**config.mk**
```make
export PLATFORM = sky130hd
export DESIGN_NAME = ffa_acq_sequencer_flat
export DESIGN_NICKNAME = d
export VERILOG_FILES = /design/src/rtl/ffa_acq_sequencer_if.sv /design/src/rtl/ffa_acq_sequencer.sv /design/src/flat_wrapper.sv
export SDC_FILE = /design/constraint.sdc
export NUM_CORES = 1
export LEC_CHECK = 0
export BUFFER_PORTS_ARGS = -buffer_cell sky130_fd_sc_hd__buf_4
export CAP_MARGIN = 30
export CORE_MARGIN = 5
export CORE_UTILIZATION = 35
export DETAILED_ROUTE_END_ITERATION = 10
export PLACE_DENSITY_LB_ADDON = 0.1
export RECOVER_POWER = 100
export SYNTH_ARGS = -nofsm -noshare
export SYNTH_HDL_FRONTEND = slang
export SYNTH_SLANG_ARGS = --single-unit
```
**constraint.sdc**
```tcl
create_clock -name clk_50mhz -period 2.89 [get_ports clk_50mhz]
set_input_delay 0.289 -clock clk_50mhz [delete_from_list [all_inputs] [get_ports clk_50mhz]]
set_output_delay 0.289 -clock clk_50mhz [all_outputs]
set_load 0.02 [all_outputs]
```
**src/rtl/ffa_acq_sequencer_if.sv**
```systemverilog
// rtl/ffa_acq_sequencer_if.sv - signal bundle between ffa_acq_sequencer and its peers
// Purpose: groups the ADC, sample-buffer, FFA-engine, UART and status signals.
// Ports (master = sequencer view, slave = surrounding pipeline):
//   run           level request for continuous acquisition
//   sample_valid  ADC sample present this cycle
//   buf_wr_en     sample-buffer write strobe
//   buf_wr_addr   sample-buffer write address (ADDR_W)
//   ffa_start     one-cycle start pulse to ffa_engine
//   ffa_done      ffa_engine result valid
//   ffa_period_us detected period (PERIOD_W)
//   tx_start      one-cycle byte-send request to uart_tx
//   tx_data       byte to send, valid with tx_start
//   tx_busy       uart_tx shifting a byte
//   seq_busy      sequencer not idle
//   err_timeout   sticky FFA timeout flag
interface ffa_acq_sequencer_if #(
  parameter int ADDR_W   = 14,
  parameter int PERIOD_W = 16
);
  logic                run;
  logic                sample_valid;
  logic                buf_wr_en;
  logic [ADDR_W-1:0]   buf_wr_addr;
  logic                ffa_start;
  logic                ffa_done;
  logic [PERIOD_W-1:0] ffa_period_us;
  logic                tx_start;
  logic [7:0]          tx_data;
  logic                tx_busy;
  logic                seq_busy;
  logic                err_timeout;

  modport master (
    input  run, sample_valid, ffa_done, ffa_period_us, tx_busy,
    output buf_wr_en, buf_wr_addr, ffa_start, tx_start, tx_data, seq_busy, err_timeout
  );

  modport slave (
    output run, sample_valid, ffa_done, ffa_period_us, tx_busy,
    input  buf_wr_en, buf_wr_addr, ffa_start, tx_start, tx_data, seq_busy, err_timeout
  );
endinterface

```
**src/rtl/ffa_acq_sequencer.sv**
```systemverilog
// rtl/ffa_acq_sequencer.sv - frame scheduler: ADC capture, FFA run, UART period report
// Purpose: fills the FFA sample buffer from the ADC stream, starts ffa_engine, waits for
//   its result (or a timeout) and sends the detected period over uart_tx, then holds off
//   before the next frame.
// Ports:
//   clk_50mhz  system clock
//   rst        synchronous active-high reset
//   bus        ffa_acq_sequencer_if.master (see interface file for signal list)
// Configuration: define SEQ_SYNC_BYTE_EN to prefix each report with a 0xA5 sync byte and
//   to report timeout frames as 0xA5,0xFF,0xFF instead of skipping the report.
module ffa_acq_sequencer #(
  parameter int BUF_SIZE       = 16384,
  parameter int ADDR_W         = 14,
  parameter int PERIOD_W       = 16,
  parameter int FFA_TIMEOUT    = 1048576,
  parameter int HOLDOFF_CYCLES = 50000
) (
  input logic                 clk_50mhz,
  input logic                 rst,
  ffa_acq_sequencer_if.master bus
);
  // One counter serves both PROCESS (timeout) and HOLDOFF, so size it for the larger.
  localparam int CNT_MAX = (FFA_TIMEOUT > HOLDOFF_CYCLES) ? FFA_TIMEOUT : HOLDOFF_CYCLES;
  localparam int CNT_W   = $clog2(CNT_MAX) + 1;
  localparam logic [ADDR_W-1:0] LAST_ADDR    = ADDR_W'(BUF_SIZE - 1);
  localparam logic [CNT_W-1:0]  TIMEOUT_LAST = CNT_W'(FFA_TIMEOUT - 1);
  localparam logic [CNT_W-1:0]  HOLDOFF_LAST = CNT_W'(HOLDOFF_CYCLES - 1);
`ifdef SEQ_SYNC_BYTE_EN
  localparam logic [1:0] LAST_BYTE = 2'd2;
`else
  localparam logic [1:0] LAST_BYTE = 2'd1;
`endif

  typedef enum logic [2:0] {
    IDLE, CAPTURE, PROCESS, SEND, WAIT_ACK, WAIT_DONE, HOLDOFF
  } state_t;

  state_t            state, state_d;
  logic [ADDR_W-1:0] addr, addr_d;
  logic [CNT_W-1:0]  cnt, cnt_d;
  logic [1:0]        byte_idx, byte_idx_d;
  logic [15:0]       result, result_d;
  logic              err_q, err_d;
  logic              ffa_start_q, ffa_start_d;
  logic              tx_start_q, tx_start_d;
  logic [7:0]        tx_data_q, tx_data_d;
  logic [7:0]        cur_byte;
  logic              wr_en;

  always_comb begin
    cur_byte = 8'h00;
`ifdef SEQ_SYNC_BYTE_EN
    case (byte_idx)
      2'd0:    cur_byte = 8'hA5;
      2'd1:    cur_byte = result[15:8];
      default: cur_byte = result[7:0];
    endcase
`else
    cur_byte = (byte_idx == 2'd0) ? result[15:8] : result[7:0];
`endif
  end

  always_comb begin
    state_d     = state;
    addr_d      = addr;
    cnt_d       = cnt;
    byte_idx_d  = byte_idx;
    result_d    = result;
    err_d       = err_q;
    ffa_start_d = 1'b0;
    tx_start_d  = 1'b0;
    tx_data_d   = tx_data_q;
    wr_en       = 1'b0;
    case (state)
      IDLE: begin
        if (bus.run) begin
          state_d = CAPTURE;
          addr_d  = '0;
          err_d   = 1'b0;
        end
      end
      CAPTURE: begin
        wr_en = bus.sample_valid;
        if (bus.sample_valid) begin
          // BUF_SIZE is 2**ADDR_W, so the increment wraps to 0 after the last write.
          addr_d = addr + ADDR_W'(1);
          if (addr == LAST_ADDR) begin
            state_d     = PROCESS;
            cnt_d       = '0;
            ffa_start_d = 1'b1;
          end
        end
      end
      PROCESS: begin
        cnt_d = cnt + CNT_W'(1);
        // A done seen while ffa_start is still high belongs to the previous run.
        if (bus.ffa_done && !ffa_start_q) begin
          result_d   = 16'(bus.ffa_period_us);
          byte_idx_d = '0;
          state_d    = SEND;
        end else if (cnt == TIMEOUT_LAST) begin
          err_d = 1'b1;
`ifdef SEQ_SYNC_BYTE_EN
          result_d   = 16'hFFFF;
          byte_idx_d = '0;
          state_d    = SEND;
`else
          cnt_d   = '0;
          state_d = HOLDOFF;
`endif
        end
      end
      SEND: begin
        if (!bus.tx_busy) begin
          tx_start_d = 1'b1;
          tx_data_d  = cur_byte;
          state_d    = WAIT_ACK;
        end
      end
      WAIT_ACK: begin
        if (bus.tx_busy) state_d = WAIT_DONE;
      end
      WAIT_DONE: begin
        if (!bus.tx_busy) begin
          if (byte_idx == LAST_BYTE) begin
            cnt_d   = '0;
            state_d = HOLDOFF;
          end else begin
            byte_idx_d = byte_idx + 2'd1;
            state_d    = SEND;
          end
        end
      end
      HOLDOFF: begin
        cnt_d = cnt + CNT_W'(1);
        // run is only consulted here, so dropping it never truncates a frame.
        if (cnt == HOLDOFF_LAST) begin
          addr_d  = '0;
          state_d = bus.run ? CAPTURE : IDLE;
        end
      end
      default: state_d = IDLE;
    endcase
  end

  always_ff @(posedge clk_50mhz) begin
    if (rst) begin
      state       <= IDLE;
      addr        <= '0;
      cnt         <= '0;
      byte_idx    <= '0;
      result      <= '0;
      err_q       <= 1'b0;
      ffa_start_q <= 1'b0;
      tx_start_q  <= 1'b0;
      tx_data_q   <= '0;
    end else begin
      state       <= state_d;
      addr        <= addr_d;
      cnt         <= cnt_d;
      byte_idx    <= byte_idx_d;
      result      <= result_d;
      err_q       <= err_d;
      ffa_start_q <= ffa_start_d;
      tx_start_q  <= tx_start_d;
      tx_data_q   <= tx_data_d;
    end
  end

  assign bus.buf_wr_en   = wr_en;
  assign bus.buf_wr_addr = addr;
  assign bus.ffa_start   = ffa_start_q;
  assign bus.tx_start    = tx_start_q;
  assign bus.tx_data     = tx_data_q;
  assign bus.seq_busy    = (state != IDLE);
  assign bus.err_timeout = err_q;
endmodule
```
**src/flat_wrapper.sv**
```systemverilog
// flat-port wrapper written by rule: the top's interface ports become plain ports
module ffa_acq_sequencer_flat 
#(
  parameter int BUF_SIZE       = 16384,
  parameter int ADDR_W         = 14,
  parameter int PERIOD_W       = 16,
  parameter int FFA_TIMEOUT    = 1048576,
  parameter int HOLDOFF_CYCLES = 50000
)
  (clk_50mhz, rst, bus_run, bus_sample_valid, bus_ffa_done, bus_ffa_period_us, bus_tx_busy, bus_buf_wr_en, bus_buf_wr_addr, bus_ffa_start, bus_tx_start, bus_tx_data, bus_seq_busy, bus_err_timeout);
  ffa_acq_sequencer_if #(.ADDR_W(ADDR_W), .PERIOD_W(PERIOD_W)) bus_i ();
  input logic clk_50mhz;
  input logic rst;
  input wire logic [$bits(bus_i.run)-1:0] bus_run;
  input wire logic [$bits(bus_i.sample_valid)-1:0] bus_sample_valid;
  input wire logic [$bits(bus_i.ffa_done)-1:0] bus_ffa_done;
  input wire logic [$bits(bus_i.ffa_period_us)-1:0] bus_ffa_period_us;
  input wire logic [$bits(bus_i.tx_busy)-1:0] bus_tx_busy;
  output wire logic [$bits(bus_i.buf_wr_en)-1:0] bus_buf_wr_en;
  output wire logic [$bits(bus_i.buf_wr_addr)-1:0] bus_buf_wr_addr;
  output wire logic [$bits(bus_i.ffa_start)-1:0] bus_ffa_start;
  output wire logic [$bits(bus_i.tx_start)-1:0] bus_tx_start;
  output wire logic [$bits(bus_i.tx_data)-1:0] bus_tx_data;
  output wire logic [$bits(bus_i.seq_busy)-1:0] bus_seq_busy;
  output wire logic [$bits(bus_i.err_timeout)-1:0] bus_err_timeout;
  assign bus_i.run = bus_run;
  assign bus_i.sample_valid = bus_sample_valid;
  assign bus_i.ffa_done = bus_ffa_done;
  assign bus_i.ffa_period_us = bus_ffa_period_us;
  assign bus_i.tx_busy = bus_tx_busy;
  assign bus_buf_wr_en = bus_i.buf_wr_en;
  assign bus_buf_wr_addr = bus_i.buf_wr_addr;
  assign bus_ffa_start = bus_i.ffa_start;
  assign bus_tx_start = bus_i.tx_start;
  assign bus_tx_data = bus_i.tx_data;
  assign bus_seq_busy = bus_i.seq_busy;
  assign bus_err_timeout = bus_i.err_timeout;
  ffa_acq_sequencer #(.BUF_SIZE(BUF_SIZE), .ADDR_W(ADDR_W), .PERIOD_W(PERIOD_W), .FFA_TIMEOUT(FFA_TIMEOUT), .HOLDOFF_CYCLES(HOLDOFF_CYCLES)) u_core (.clk_50mhz(clk_50mhz), .rst(rst), .bus(bus_i));
endmodule
```
==> impl_metrics.tcl <==
set metrics [dict create \
    viasPerCell 5.09 \
    fin_util 0.417 \
    rows 35 \
    yosys-top-cells-count "67 x dfxtp_1, 60 x nand2_1, 56 x nor2_1" \
    gp_congestion 0.756 \
    setup_viol 0 \
    track_usage 0.139 \
    slew_headroom 0.478 \
    nets 469 \
    drive_gt1_frac 0.125 \
    max-cap-violations 0 \
    critPathTopFamily "simple AND/OR/NAND/NOR gates" \
    area_growth_syn_to_layout_pct 17.1 \
    async_flop_share 0 \
    synthFlopType "dfxtp_1" \
    reg2reg_depth 8 \
    period_share 0.862 \
    power_density_nw_per_um2 659 \
    firstDrtPassIters 4 \
    cts_tree "yes" \
    wl_per_cell_um 13.8 \
    ctsResizeCount 0 \
    critPathMaxStageDelay_ns 0.43 \
    worst_slew_pin_slew_ns 0.783 \
    yosysMostFrequentCell "dfxtp_1" \
    path_cells "ha_1 -> nand2_1 -> nor3_1 -> a211oi_1 -> buf_4 -> nor4_2 -> a21oi_1 -> a311oi_1" \
    drt_iter0_markers 94 \
    crit_start "u_core.bus.buf_wr_addr[0]$_SDFFE_PP0P_" \
    synth_top_area_share 0.409 \
    wl_mm 7.69 \
    cp-endpoint "u_core.state[0]$_SDFFE_PP0P_" \
    ys_types 48 \
    finalCriticalPeriod_ns 2.49 \
    cts.htree.levels 3 \
    fin_skew_ns 0.00804 \
    startpoint_type "flop" \
    antenna_found_initial 0 \
    ant_nets 0 \
    via_count 2848 \
    clock-sinks 67 \
    yosysTopAreaCell "dfxtp_1" \
    clk_pin_slew_ns 0.07 \
    grt_pass1_vias 2706 \
    die_area_um2 11400 \
    grt-ovfl-total 0 \
    synthCells 395 \
    slowest_stage "nor4_2" \
    tns_ns 0 \
    drv_slew 0 \
    cts-root-buf "clkbuf_8" \
    yosys_warnings 0 \
    finalWorstSetupSlack_ns 0.398 \
    cts_setup_buffers 0 \
    syn_area_per_cell_um2 8.30 \
    insertion_delay_ns 0.34 \
    hold_slack_ns 0.197 \
    cp.depth 8 \
    coreArea_um2 9200 \
    place_ws_ns 0.531 \
    endpoint_kind "flop" \
    dp.final_hpwl_mm 5.35 \
    die_x_um 107 \
    clockBufferDepth 2 \
    synth_fp_nets 421 \
    r2r_slack_ns 0.40 \
    port_buffers 48 \
    fmax_ghz 0.401 \
    p_leak_nw 1.25 \
    r2r-end "u_core.state[0]$_SDFFE_PP0P_" \
    hp-class "in2reg" \
    status "complete, no violations" \
    ir_drop_uv 240 \
    cp.required_ns 3.14 \
    fillers 994 \
    crit_type "reg2reg" \
    grt_first_pass_wirelength_mm 12.8 \
    ys_seq_elements 67 \
    ys_seq_area_frac 0.409 \
    cts_buffers 9 \
    cts_hold_buf 0 \
    initial_utilization 0.356 \
    critical_path_buf_inv_count 1 \
    grt_max_degree 34 \
    netlist_area_um2 3280 \
    antenna_cells 0 \
    r2r-start "u_core.bus.buf_wr_addr[0]$_SDFFE_PP0P_" \
    drc 0 \
    critPathMaxFanout 23 \
    grt_setup_unrepaired "no" \
    worstPathArrival_ns 2.74 \
    synth_area_leaders "dfxtp_1 41%, xnor2_1 8.8%, nand2_1 6.9%" \
    hold_violations 0 \
    die_y_um 107 \
    synth_edf_count 0 \
    ioPinCount 49 \
]
-- worst register-to-register path: stages, from the launching register on --
cell,delay (ns)
dfxtp_1,0.39
ha_1,0.23
nand2_1,0.09
nor3_1,0.42
a211oi_1,0.20
buf_4,0.26
nor4_2,0.44
a21oi_1,0.13
a311oi_1,0.25
-- final cells by class --
type / count / area, um^2 / share of cell area
clock buffers: 13 / 179 / 0.0466
clock inverters: 3 / 20.0 / 0.00522
inverters: 7 / 26.3 / 0.00685
multi-input cells: 300 / 1810 / 0.472
flip-flops and latches: 67 / 1340 / 0.350
well taps: 111 / 139 / 0.0362
repair buffers: 58 / 319 / 0.0831
-- flip-flops by register name, summed over array words and instances, names as in the netlist --
signal,flops
u_core.bus.buf_wr_addr,14
u_core.bus.err_timeout,1
u_core.bus.ffa_start,1
u_core.bus.tx_data,8
u_core.bus.tx_start,1
u_core.byte_idx,2
u_core.cnt,21
u_core.result,16
u_core.state,3
-- cell families (layout without fill, tap and decap cells) --
| group | after synthesis | in the layout | synth area share |
|---|---|---|---|
| compound gates | 69 | 69 | 0.145 |
| xor+xnor | 33 | 33 | 0.0882 |
| fa+ha+maj | 4 | 4 | 0.0153 |
| buf+inv | 28 | 81 | 0.0363 |
| flops | 67 | 67 | 0.409 |
| mux | 9 | 9 | 0.0275 |
| simple gates | 185 | 185 | 0.278 |
-- worst min-delay path by stage --
stage,from,end,depth (start not counted)
floorplan,bus_ffa_period_us[0],u_core.result[0]$_SDFFE_PP0P_,2
global placement,u_core.result[10]$_SDFFE_PP0P_,u_core.result[10]$_SDFFE_PP0P_,2
detailed placement,u_core.result[3]$_SDFFE_PP0P_,u_core.result[3]$_SDFFE_PP0P_,2
CTS,bus_ffa_period_us[11],u_core.result[11]$_SDFFE_PP0P_,3
global route,bus_ffa_period_us[14],u_core.result[14]$_SDFFE_PP0P_,3
finish,bus_ffa_period_us[4],u_core.result[4]$_SDFFE_PP0P_,3
-- cell usage in the layout, fill, tap and decap left out, types with 4 or more instances in the layout --
cell type and count:
clkbuf_8 13, nor4_1 6, nand4_1 8, nand3_1 10, nand2b_1 4, dfxtp_1 67
buf_4 27, o21ai_0 6, nor3_1 14, nand2_1 60, mux2i_1 9, nor3b_1 4
inv_1 7, a21oi_1 34, clkbuf_1 31, ha_1 4, nor2_1 56, a211oi_1 12
xnor2_1 33
-- through the flow --
stage	area (um^2)	cells	total power, W
3_3_place_gp	3770	543	0.00183
3_5_place_dp	3770	543	0.00183
4_1_cts	3970	559	0.00261
2_1_floorplan	3280	395	0.00159
5_1_grt	3840	559	0.00269
6_report	3840	559	0.00253
-- where the power goes --
group / total, W / switching, W / internal, W / leakage, nW
Sequential: 0.00104 / 0.0000574 / 0.000984 / 0.541
Combinational: 0.000731 / 0.000483 / 0.000248 / 0.607
Clock: 0.000757 / 0.000353 / 0.000404 / 0.0977
Total: 0.00253 / 0.000893 / 0.00164 / 1.25
-- metal layers --
metal / global-route usage / wire (um)
met5: 0 / 0
met4: 0.0466 / 91
met3: 0.0373 / 394
met2: 0.224 / 3520
met1: 0.179 / 3690
No activity file was read; power rests on OpenSTA's default activity.
